**config.mk**
```make
export PLATFORM = sky130hd
export DESIGN_NAME = multiplicador_param
export DESIGN_NICKNAME = d
export VERILOG_FILES = /design/src/rtl/multiplicador_param.sv
export SDC_FILE = /design/constraint.sdc
export NUM_CORES = 1
export LEC_CHECK = 0
export CAP_MARGIN = 20
export CORE_MARGIN = 3
export CORE_UTILIZATION = 45
export CTS_CLUSTER_DIAMETER = 80
export DETAILED_ROUTE_END_ITERATION = 7
export GPL_TIMING_DRIVEN = 0
export PLACE_DENSITY = 0.79
export REMOVE_ABC_BUFFERS = 1
export SLEW_MARGIN = 20
export SYNTH_ARGS = -nofsm -noshare
export SYNTH_HDL_FRONTEND = slang
export SYNTH_SLANG_ARGS = --single-unit
export TNS_END_PERCENT = 1
```
**constraint.sdc**
```tcl
create_clock -name Clk -period 4.5 [get_ports Clk]
set_input_delay 1.125 -clock Clk [delete_from_list [all_inputs] [get_ports Clk]]
set_output_delay 1.125 -clock Clk [all_outputs]
set_load 0.01 [all_outputs]
```
**src/rtl/multiplicador_param.sv**
```systemverilog
// -----------------------------------------------------------------------------
// multiplicador_param
// Parametrised sequential shift-add multiplier with signed/unsigned mode and a
// level handshake (Idle/Done). The MIPS control FSM raises St for MULT/MULTU,
// stalls until Done, then drops St to return the block to IDLE.
//
// Parameters
//   WIDTH  operand width (>= 4); Produto is 2*WIDTH bits
//   CNT_W  step counter width, derived from WIDTH (not meant to be overridden)
//
// Ports
//   Clk            system clock, rising edge
//   reset          asynchronous, active-low reset
//   St             start request, level-sensitive
//   Sgn            1 = two's-complement operands, 0 = unsigned (sampled with St)
//   Multiplicando  multiplicand (sampled with St)
//   Multiplicador  multiplier (sampled with St)
//   Idle           high in IDLE
//   Done           high in DONE
//   Produto        result register, holds until the next completion or reset
//
// Optional feature: define MULT_EARLY_TERM_EN to finish as soon as the
// remaining multiplier bits are all zero (one barrel shift applies the rest).
// -----------------------------------------------------------------------------
module multiplicador_param #(
    parameter int WIDTH = 16,
    parameter int CNT_W = $clog2(WIDTH + 1)
) (
    input  logic               Clk,
    input  logic               reset,
    input  logic               St,
    input  logic               Sgn,
    input  logic [WIDTH-1:0]   Multiplicando,
    input  logic [WIDTH-1:0]   Multiplicador,
    output logic               Idle,
    output logic               Done,
    output logic [2*WIDTH-1:0] Produto
);

    localparam logic [1:0] S_IDLE = 2'd0;
    localparam logic [1:0] S_CALC = 2'd1;
    localparam logic [1:0] S_DONE = 2'd2;

    localparam logic [CNT_W-1:0] CNT_INIT = CNT_W'(WIDTH);
    localparam logic [CNT_W-1:0] CNT_ONE  = CNT_W'(1);

    logic [1:0]         state_q, state_d;
    logic [CNT_W-1:0]   cnt_q,   cnt_d;
    logic [WIDTH-1:0]   mcand_q, mcand_d;
    logic [WIDTH-1:0]   acc_q,   acc_d;
    logic [WIDTH-1:0]   mplr_q,  mplr_d;
    logic               neg_q,   neg_d;
    logic               first_q, first_d;
    logic [2*WIDTH-1:0] prod_q,  prod_d;

    logic [WIDTH-1:0]   a_mag, b_mag;
    logic [WIDTH:0]     sum;
    logic [2*WIDTH:0]   step_vec;
    logic [2*WIDTH-1:0] shifted;
    logic [2*WIDTH-1:0] result;
    logic               last_step;

    // Magnitudes: negating the most-negative value gives 2^(WIDTH-1), which is
    // exact in the WIDTH-bit unsigned datapath.
    assign a_mag = (Sgn && Multiplicando[WIDTH-1]) ? -Multiplicando : Multiplicando;
    assign b_mag = (Sgn && Multiplicador[WIDTH-1]) ? -Multiplicador : Multiplicador;

    // One shift-add step: WIDTH+1-bit add keeps the carry, which becomes the
    // new accumulator MSB after the right shift.
    assign sum      = {1'b0, acc_q} + {1'b0, mcand_q & {WIDTH{mplr_q[0]}}};
    assign step_vec = {sum, mplr_q};

`ifdef MULT_EARLY_TERM_EN
    // If nothing above the current LSB is set, every remaining step is a pure
    // shift, so apply all cnt_q shifts at once and finish on this edge.
    assign last_step = (cnt_q == CNT_ONE) || (mplr_q[WIDTH-1:1] == '0);
    assign shifted   = (2*WIDTH)'(step_vec >> (last_step ? cnt_q : CNT_ONE));
`else
    assign last_step = (cnt_q == CNT_ONE);
    assign shifted   = step_vec[2*WIDTH:1];
`endif

    // Negating zero yields zero, so no -0 artefact is possible.
    assign result = neg_q ? -shifted : shifted;

    always_comb begin
        state_d = state_q;
        cnt_d   = cnt_q;
        mcand_d = mcand_q;
        acc_d   = acc_q;
        mplr_d  = mplr_q;
        neg_d   = neg_q;
        first_d = first_q;
        prod_d  = prod_q;
        case (state_q)
            S_IDLE: begin
                if (St) begin
                    mcand_d = a_mag;
                    mplr_d  = b_mag;
                    neg_d   = Sgn & (Multiplicando[WIDTH-1] ^ Multiplicador[WIDTH-1]);
                    acc_d   = '0;
                    cnt_d   = CNT_INIT;
                    first_d = 1'b1;
                    state_d = S_CALC;
                end
            end
            S_CALC: begin
                if (first_q) begin
                    // Settle cycle: places Done WIDTH+1 edges after the start
                    // sample, matching the controller's stall count.
                    first_d = 1'b0;
                end else if (last_step) begin
                    prod_d  = result;
                    cnt_d   = '0;
                    state_d = S_DONE;
                end else begin
                    acc_d = shifted[2*WIDTH-1:WIDTH];
                    mplr_d = shifted[WIDTH-1:0];
                    cnt_d = cnt_q - CNT_ONE;
                end
            end
            S_DONE: begin
                // No restart while St stays high.
                if (!St) begin
                    state_d = S_IDLE;
                end
            end
            default: begin
                state_d = S_IDLE;
            end
        endcase
    end

    always_ff @(posedge Clk or negedge reset) begin
        if (!reset) begin
            state_q <= S_IDLE;
            cnt_q   <= '0;
            mcand_q <= '0;
            acc_q   <= '0;
            mplr_q  <= '0;
            neg_q   <= 1'b0;
            first_q <= 1'b0;
            prod_q  <= '0;
        end else begin
            state_q <= state_d;
            cnt_q   <= cnt_d;
            mcand_q <= mcand_d;
            acc_q   <= acc_d;
            mplr_q  <= mplr_d;
            neg_q   <= neg_d;
            first_q <= first_d;
            prod_q  <= prod_d;
        end
    end

    assign Idle    = (state_q == S_IDLE);
    assign Done    = (state_q == S_DONE);
    assign Produto = prod_q;

endmodule
```
==> impl.org, run 1 <==
** Timing
- Worst Setup Slack, final :: 0.5725 ns
- The max-slew violation count is 0.
- Clk_skew :: ~0.0078 ns
- Count of final setup violators :: 0
- RSZ-0062 raised after global routing :: false
- Highest clock rate :: 254.6 MHz
- Clock period minus worst slack :: 3.928 ns
- Part of the cycle the worst path needs :: 87.28%
- The count of final hold-check violations was 0.
- Transition at the pin with the smallest max-transition slack :: 0.9555 ns
- Headroom to the max-slew limit came out at 36.15%.

** Critical path
- Reg2reg setup slack :: 0.57 ns
- Critical path required time :: ~4.7 ns
- Cells along the critical path :: and2_1 > ha_1 > fa_1 > a21o_1 > a211oi_1 > o22ai_1 > a2111oi_0 > nand3_1 > o41ai_1 > xor2_1 > o21ai_0
- Grouping stages by cell kind, the critical path spends the most delay in compound AO/OA/AOI/OAI gates.
- Origin of the critical flop-to-flop path :: mplr_q[0]
- Start-to-end type of the worst setup path :: register to register
- In this design, the stage delay of the slowest critical-path cell is 0.61 ns.
- The worst setup path is captured at a register.
- Arrival time at the worst endpoint :: 4.10 ns
- Counting both buffers and inverters, the worst setup path holds a total of 0.
- Cell with the largest stage delay on the worst path :: sky130_fd_sc_hd__a2111oi_0
- Start point of the critical path :: mplr_q[0]
- In this run the worst path has a maximum fanout of 17.
- Type of origin of the critical path :: register

** Synth
- Syn Area/Cell :: 8.650 µm²
- Syn Inst Count :: around 670
- The synthesized netlist contains 66 unique library cells.
- Synthesized cell area :: 0.005787 mm²
- Among all flip-flop cells after synthesis, the most frequent one is sky130_fd_sc_hd__dfrtp_1.
- The synthesized design devotes to its leading area cell type 38.49% of total area.
- For this run, the number of Yosys warnings is 0.
- Most common cell in the synthesized netlist :: sky130_fd_sc_hd__dfrtp_1
- Cell type with the highest aggregate area in the netlist :: sky130_fd_sc_hd__dfrtp_1
- Flip-flop and latch count after synthesis :: between 80 and 90
- Share of synthesized registers carrying an async set or reset :: 100.0%
- By count the netlist is led by sky130_fd_sc_hd__dfrtp_1 (89), sky130_fd_sc_hd__nand2_1 (69), sky130_fd_sc_hd__nor2_1 (69), sky130_fd_sc_hd__a21oi_1 (66), sky130_fd_sc_hd__o21ai_0 (62).
- Number of synthesized flops with an enable pin :: 0
- Of the synthesized area, sequential elements account for 38.49%.
- In the post-synthesis netlist, the biggest area contributors are sky130_fd_sc_hd__dfrtp_1 (38%), sky130_fd_sc_hd__xor2_1 (6.8%), sky130_fd_sc_hd__a21oi_1 (5.7%), sky130_fd_sc_hd__o21ai_0 (5.4%), sky130_fd_sc_hd__ha_1 (4.5%).

** Clocking
- Sinks on the clock net :: 89
- CTS Hold Bufs :: 0
- Clock buffer count from CTS :: 9
- Number of levels in the clock H-tree :: 3
- After clock tree synthesis, the clock-pin slew on the worst setup and hold paths is about 0.06 ns.
- TritonCTS built the clock tree.
- For the worst-skew pair, the clock arrives at the later sink with an insertion delay of between 0.3 and 0.4 ns.
- Maximum clock path buffer count :: 2
- CTS Root Cell :: sky130_fd_sc_hd__clkbuf_16
- Number of gates given a new drive strength after cts :: 0
- Post-CTS setup repair buffer count :: 0

** Route
- Using the TritonRoute via totals, the vias-per-cell ratio works out to roughly 5.8.
- Starting DRT DRC Count :: between 400 and 500
- Overall via count from detail_route :: approximately 5100
- Drc violations :: 0
- In this run the remaining antenna-violating nets after routing total 0.
- The pre-antenna-repair detailed-routing pass consisted of 5 iterations.
- After detailed routing, the average wire length per cell comes to 15.64 µm.
- Routed wire length :: 13.98 mm

** Global routing
- Number of global-route vias before repair :: around 4800
- Largest net degree at the start of global routing :: 56
- Wire length of the first global-routing pass :: 23.36 mm
- Initial antenna violation count :: 0
- Summed over all layers, the global routing overflow is 0.
- Global-route usage over all layers :: 19.80%

** Floorplanning
- Die Area :: 0.01426 mm²
- Core area :: 0.01231 mm²
- Rows :: 40
- The die is about 120 µm tall.
- Chip Width :: 119.4 µm
- Initial Util :: 47.00%
- 70 I/O pins were placed.

** Final layout
- Number of antenna cells inserted :: 0
- Synth-to-Final Area Change :: 19.78%
- Fill cells in the final layout number 1127.
- Share of cells above drive strength 1 :: 6.887%
- Count of nets after finishing :: 781

** Pwr
- Leakage Power :: 2.921 nW
- IR drop worst, VDD :: 305.2 µV
- Total power for the finished layout comes to approximately 0.0052 W.
- Power Density :: roughly 750 mW/mm²

** Min path
- The min-delay analysis places its worst path in the category register to register.
- In this run the most critical hold path is launched from Produto[23].

** Place
- Detailed-placement wirelength estimate :: 10.73 mm
- Routability-driven placement finished with a final weighted congestion of 0.8815.
- The count of buffers added on input and output ports is 69.
- Post-Place Setup Slack :: 0.6340 ns

** Outcome
- The run finished with clean final reports.

** Run
- Maximum Capacitance Violations :: 0
[final timing paths]
path | cells past startpoint | endpoint
min | 2 | Produto[23]
min in group asynchronous | 1 | mcand_q[9]
max in group asynchronous | 2 | Produto[8]
max | 11 | Produto[28]
max reg2reg | 11 | Produto[28]
min reg2reg | 2 | Produto[23]
[report_power, final]
part           internal [W]  switching [W]
clock              0.000365       0.000298
sequential          0.00118       0.000325
combinational       0.00133        0.00172
total               0.00287        0.00235
[layout by cell type (no fill, tap or decap), types with 4 or more instances in the layout]
master,count
sky130_fd_sc_hd__and2_1,20
sky130_fd_sc_hd__nor4_1,5
sky130_fd_sc_hd__nor3_1,10
sky130_fd_sc_hd__a21oi_1,66
sky130_fd_sc_hd__clkbuf_16,9
sky130_fd_sc_hd__or3_1,9
sky130_fd_sc_hd__o41ai_1,7
sky130_fd_sc_hd__a22o_1,14
sky130_fd_sc_hd__o31ai_1,17
sky130_fd_sc_hd__inv_1,14
sky130_fd_sc_hd__nand3_1,11
sky130_fd_sc_hd__nor2_1,69
sky130_fd_sc_hd__o211ai_1,4
sky130_fd_sc_hd__a211oi_1,4
sky130_fd_sc_hd__buf_4,4
sky130_fd_sc_hd__dfrtp_1,89
sky130_fd_sc_hd__ha_1,21
sky130_fd_sc_hd__or4_1,5
sky130_fd_sc_hd__clkdlybuf4s50_1,68
sky130_fd_sc_hd__xnor2_1,16
sky130_fd_sc_hd__xor2_1,45
sky130_fd_sc_hd__and3_1,4
sky130_fd_sc_hd__a21o_1,8
sky130_fd_sc_hd__nand2b_1,5
sky130_fd_sc_hd__a31oi_1,5
sky130_fd_sc_hd__nand2_1,69
sky130_fd_sc_hd__o21ai_0,62
[area by class of cell]
| cell class | instances | area (µm²) | area share, % |
|---|---|---|---|
| Timing Repair Buffer | 77 | 792.0 | 11.43 |
| Multi-Input combinational cell | 532 | 3398 | 49.03 |
| Sequential cell | 89 | 2227 | 32.13 |
| Clock buffer | 10 | 229.0 | 3.303 |
| Clock inverter | 4 | 22.52 | 0.3249 |
| Inverter | 14 | 52.55 | 0.7581 |
| Tap cell | 168 | 210.2 | 3.032 |
[through the flow]
| stage | utilization [%] | setup TNS [ns] | hold slack, ns | std cells | cell area [µm²] |
|---|---|---|---|---|---|
| 5_1_grt | 56.30 | 0 | 0.5239 | 894 | 6932 |
| 3_3_place_gp | 53.20 | -78.24 | 0.4650 | 872 | 6550 |
| 4_1_cts | 56.30 | 0 | 0.4840 | 894 | 6932 |
| 3_5_place_dp | 54.26 | 0 | 0.4708 | 880 | 6680 |
| 6_report | 56.30 | 0 | 0.4761 | 894 | 6932 |
| 2_1_floorplan | - | 0 | 0.4563 | 635 | 5649 |
[cell families (layout without fill, tap and decap cells)]
group | Yosys count | in the layout | share of synthesized area, %
compound gates | 212 | 212 | 23.70
xor+xnor | 61 | 61 | 9.232
fa+ha+maj | 22 | 22 | 4.886
buf+inv | 48 | 105 | 3.286
flops | 89 | 89 | 38.49
mux | 5 | 5 | 0.9081
simple gates | 232 | 232 | 19.50
[worst min-delay path, cell delays in order (launching register included)]
cell                      delay [ns]
sky130_fd_sc_hd__dfrtp_1        0.35
sky130_fd_sc_hd__nand2_1        0.05
sky130_fd_sc_hd__nand2_1        0.05
[flip-flops by register name (all words and copies together), names as in the netlist]
name,cells
mcand_q,16
acc_q,16
Produto,32
first_q,1
neg_q,1
mplr_q,16
cnt_q,5
state_q,2
[layer usage]
metal	GRT usage (%)	routed length, µm	vias up
li1	-	-	2512
met1	27.75	6482	2449
met2	31.44	6555	169
met3	3.514	775	16
met4	5.798	168	0
met5	0	0	-
Note: power is estimated with default switching activity, not from simulation.
==> inputs of run 2 (changes only) <==
- CORE_UTILIZATION: 45 -> 40
- PLACE_DENSITY: 0.79 -> 0.73
- TNS_END_PERCENT: 1 -> 10
==> run 2 against run 1 <==
Effect of this change:
- design area rose by 0.92%
- fmax rose by 1.2%
- non-clock buffer count rose by 1
- sequential share of layout area fell by 0.29 points
- largest power group unchanged
- highest routed layer unchanged
==> impl.org, run 2 (same netlist as run 1, synthesis figures left out) <==
** Critical path
- Type of destination of the critical path :: register (unchanged)
- Cells along the critical path :: and2_1 > ha_1 > fa_1 > a21o_1 > a211oi_1 > o22ai_1 > a2111oi_0 > nand3_1 > o41ai_1 > xor2_1 > o21ai_0 (unchanged)
- Start-to-end type of the worst setup path :: register to register (unchanged)
- The highest cell delay on the worst timing path is 0.61 ns (about the same).
- The slowest library cell on the worst path is sky130_fd_sc_hd__a2111oi_0 (unchanged).
- Cell type group with the largest total delay on the critical path :: compound AO/OA/AOI/OAI gates (unchanged)
- Type of origin of the critical path :: register (unchanged)
- The number of cells traversed by the worst register-to-register path was 11 (unchanged).
- Critical path required time :: 4.68 ns (about the same)
- Largest fanout of any net on the critical path :: 17 (unchanged)
- Start point of the critical path :: mplr_q[0] (unchanged)
- Buffers & Inverters on Critical Path :: 0 (unchanged)
- The reg-to-reg critical path startpoint is mplr_q[0] (unchanged).
- The register-to-register setup slack was 0.62 ns (was 0.57 ns).
- The arrival time reported for the critical path endpoint came to 4.06 ns (was 4.10 ns).
- FF-to-FF End :: Produto[28] (unchanged)

** Run
- The number of maximum-capacitance constraint violations is 0 (unchanged).

** Final layout
- The number of diodes added for antenna fixing was 0 (unchanged).
- The flip-flop count of the largest register, all copies and words added came to 32 (unchanged).
- The footprint of the flip-flops and latches came to 0.002227 mm² (unchanged).
- The total number of nets in the final design came to 782 (was 781).
- Commonest non-fill, non-tap cells in the layout :: sky130_fd_sc_hd__dfrtp_1 (89), sky130_fd_sc_hd__nand2_1 (69), sky130_fd_sc_hd__nor2_1 (69), sky130_fd_sc_hd__clkdlybuf4s50_1 (68), sky130_fd_sc_hd__a21oi_1 (66) (unchanged)
- Share of cells above drive strength 1 :: 7.407% (was 6.887%)
- The most common library cell in the layout ignoring fill and taps was sky130_fd_sc_hd__dfrtp_1 (unchanged).
- The area occupied by multi-input gates is 0.003398 mm² (unchanged).
- The filler cell count in the final layout is 1306 (was 1127).
- The final instance count without filler cells is 909 (was 894).
- Synth-to-Final Area Change :: 20.89% (was 19.78%)

** Global routing
- The maximum number of pins on one net before global-route repair is 48 (was 56).
- Gr ovfl total :: 0 (unchanged)
- Wire length of the first global-routing pass :: 22.63 mm (was 23.36 mm)
- The number of global-route vias before repair is 4512 (was 4782).
- Global-route usage over all layers :: 17.04% (was 19.80%)
- The number of antenna violations at the first check in global routing was 0 (unchanged).

** Floorplanning
- Number of primary I/O pins :: 70 (unchanged)
- Chip Width :: 126.3 µm (was 119.4 µm)
- Die Area :: 0.01595 mm² (was 0.01426 mm²)
- Initial Util :: 41.21% (was 47.00%)
- Core area :: 0.01404 mm² (was 0.01231 mm²)
- The die extent in y came to 126.3 µm (was 119.4 µm).
- The number of placement rows is 43 (was 40).

** Timing
- The max-slew violation count came to 0 (unchanged).
- RSZ-0062 raised after global routing :: false (unchanged)
- Clock period minus worst slack :: 3.881 ns (was 3.928 ns)
- The final critical-path share of the clock period came to 86.25% (was 87.28%).
- The peak clock frequency supported by timing was 257.7 MHz (was 254.6 MHz).
- The aggregate negative setup slack was 0 ns (unchanged).
- The final-report setup violation count is 0 (unchanged).
- Transition at the pin with the smallest max-transition slack :: 0.9139 ns (was 0.9555 ns)
- Clk_skew :: 0.01017 ns (was 0.007767 ns)
- The relative slew slack is 38.93% (was 36.15%).
- Number of hold violations in the final report :: 0 (unchanged)

** Clocking
- Clock buffer count from CTS :: 9 (unchanged)
- The clock tree from TritonCTS was done (unchanged).
- The number of buffers inserted by hold repair at cts is 0 (unchanged).
- CTS Root Cell :: sky130_fd_sc_hd__clkbuf_16 (unchanged)
- The clock slew at the register clock pins of the worst setup and hold paths came to 0.07 ns (was 0.06 ns).
- The H-tree depth was 3 (unchanged).
- Post-CTS setup repair buffer count :: 0 (unchanged)
- The clock latency of the later-clocked register in the worst-skew pair was 0.35 ns (was 0.34 ns).
- Sinks on the clock net :: 89 (unchanged)
- Maximum clock path buffer count :: 2 (unchanged)
- Number of gates given a new drive strength after cts :: 0 (unchanged)

** Route
- Overall via count from detail_route :: 4944 (was 5146)
- Routed vias/inst :: 5.439 (was 5.756)
- Total iterations of the first detailed-routing run :: 5 (unchanged)
- The DRC marker count from the first detailed-route iteration is 310 (was 428).
- Drc violations :: 0 (unchanged)
- DR WL/cell :: 14.57 µm (was 15.64 µm)
- Number of antenna-violating nets in the routed design :: 0 (unchanged)
- The total routed wirelength is 13.24 mm (was 13.98 mm).

** Min path
- Worst min-delay path category :: register to register (unchanged)
- End point of the most critical hold path :: Produto[25] (was Produto[23])
- The start point of the worst min-delay path was Produto[25] (was Produto[23]).
- Cell depth of the worst hold path :: 2 (unchanged)

** Place
- Placed Cells incl. Taps :: 893 (was 880)
- The final RePlAce weighted congestion is 0.9130 (was 0.8815).
- The placed wire-length estimate was 10.04 mm (was 10.73 mm).
- Number of port buffers :: 69 (unchanged)

** Pwr
- The worst IR drop on VDD came to 308.3 µV (was 305.2 µV).
- The power density over the cells came to 745.7 mW/mm² (was 753.4 mW/mm²).
- Leakage Power :: 2.949 nW (was 2.921 nW)

** Outcome
- Result of the run :: completed (unchanged)
## run 2: changes by cell type in the layout (fill, tap and decap cells not counted), sizes merged
cell / delta
buf: +1
clkbuf: +1
clkinv: +2
clkinvlp: -1
## run 2: worst reg2reg max path, cell delays in order (launching register included)
cell and delay [ns]:
sky130_fd_sc_hd__dfrtp_1 0.52, sky130_fd_sc_hd__and2_1 0.22, sky130_fd_sc_hd__ha_1 0.22, sky130_fd_sc_hd__fa_1 0.47
sky130_fd_sc_hd__a21o_1 0.23, sky130_fd_sc_hd__a211oi_1 0.31, sky130_fd_sc_hd__o22ai_1 0.21, sky130_fd_sc_hd__a2111oi_0 0.61
sky130_fd_sc_hd__nand3_1 0.27, sky130_fd_sc_hd__o41ai_1 0.39, sky130_fd_sc_hd__xor2_1 0.17, sky130_fd_sc_hd__o21ai_0 0.10
## run 2: power breakdown
group	internal (W)	leakage (nW)	switching (W)
sequential	0.00118	1.08	0.000319
clock	0.000407	0.146	0.000320
combinational	0.00132	1.72	0.00166
total	0.00291	2.95	0.00230
## run 2: through the flow
stage / setup slack (ns) / util, % / hold slack, ns / total power (W) / instance area (µm²)
final: 0.6190 / 49.82 / 0.4853 / 0.005216 / 6995
after global routing: 0.1675 / 49.82 / 0.5041 / 0.005693 / 6995
after CTS: 0.5991 / 49.82 / 0.4876 / 0.005237 / 6995
after detailed placement: 0.6338 / 47.73 / 0.4733 / 0.004482 / 6703
after global placement: -0.9680 / 46.75 / 0.4625 / 0.004346 / 6565
after floorplan: 1.063 / - / 0.4563 / 0.003508 / 5649
## run 2: how the worst max path moves through the flow
stage,endpoint,slack [ns],cells after the start
detailed placement,Produto[28],0.63,11
global route,Produto[28],0.17,11
floorplan,Produto[30],1.06,7
CTS,Produto[28],0.60,11
finish,Produto[28],0.62,11
global placement,acc_q[15],-0.97,1
## run 2: final cells by class
type                            count  share of cell area [%]
Tap cell                          180                   3.219
Timing Repair Buffer               78                   11.43
Inverter                           14                  0.7512
Multi-Input combinational cell    532                   48.58
Clock buffer                       11                   3.613
Sequential cell                    89                   31.84
Clock inverter                      5                  0.5723
## run 2: per-layer routing
layer	share of wire [%]	vias to the layer above	GRT usage, %
met5	0	-	0
met4	1.8	0	6.877
met3	4.5	20	1.824
met2	45	127	25.16
met1	49	2286	25.50
li1	-	2511	-
==> inputs of run 3 (changes only) <==
- SETUP_SLACK_MARGIN: default -> 0.02
==> results of run 3 <==
The final DEF is identical to that of run 2; final timing and power are the same.
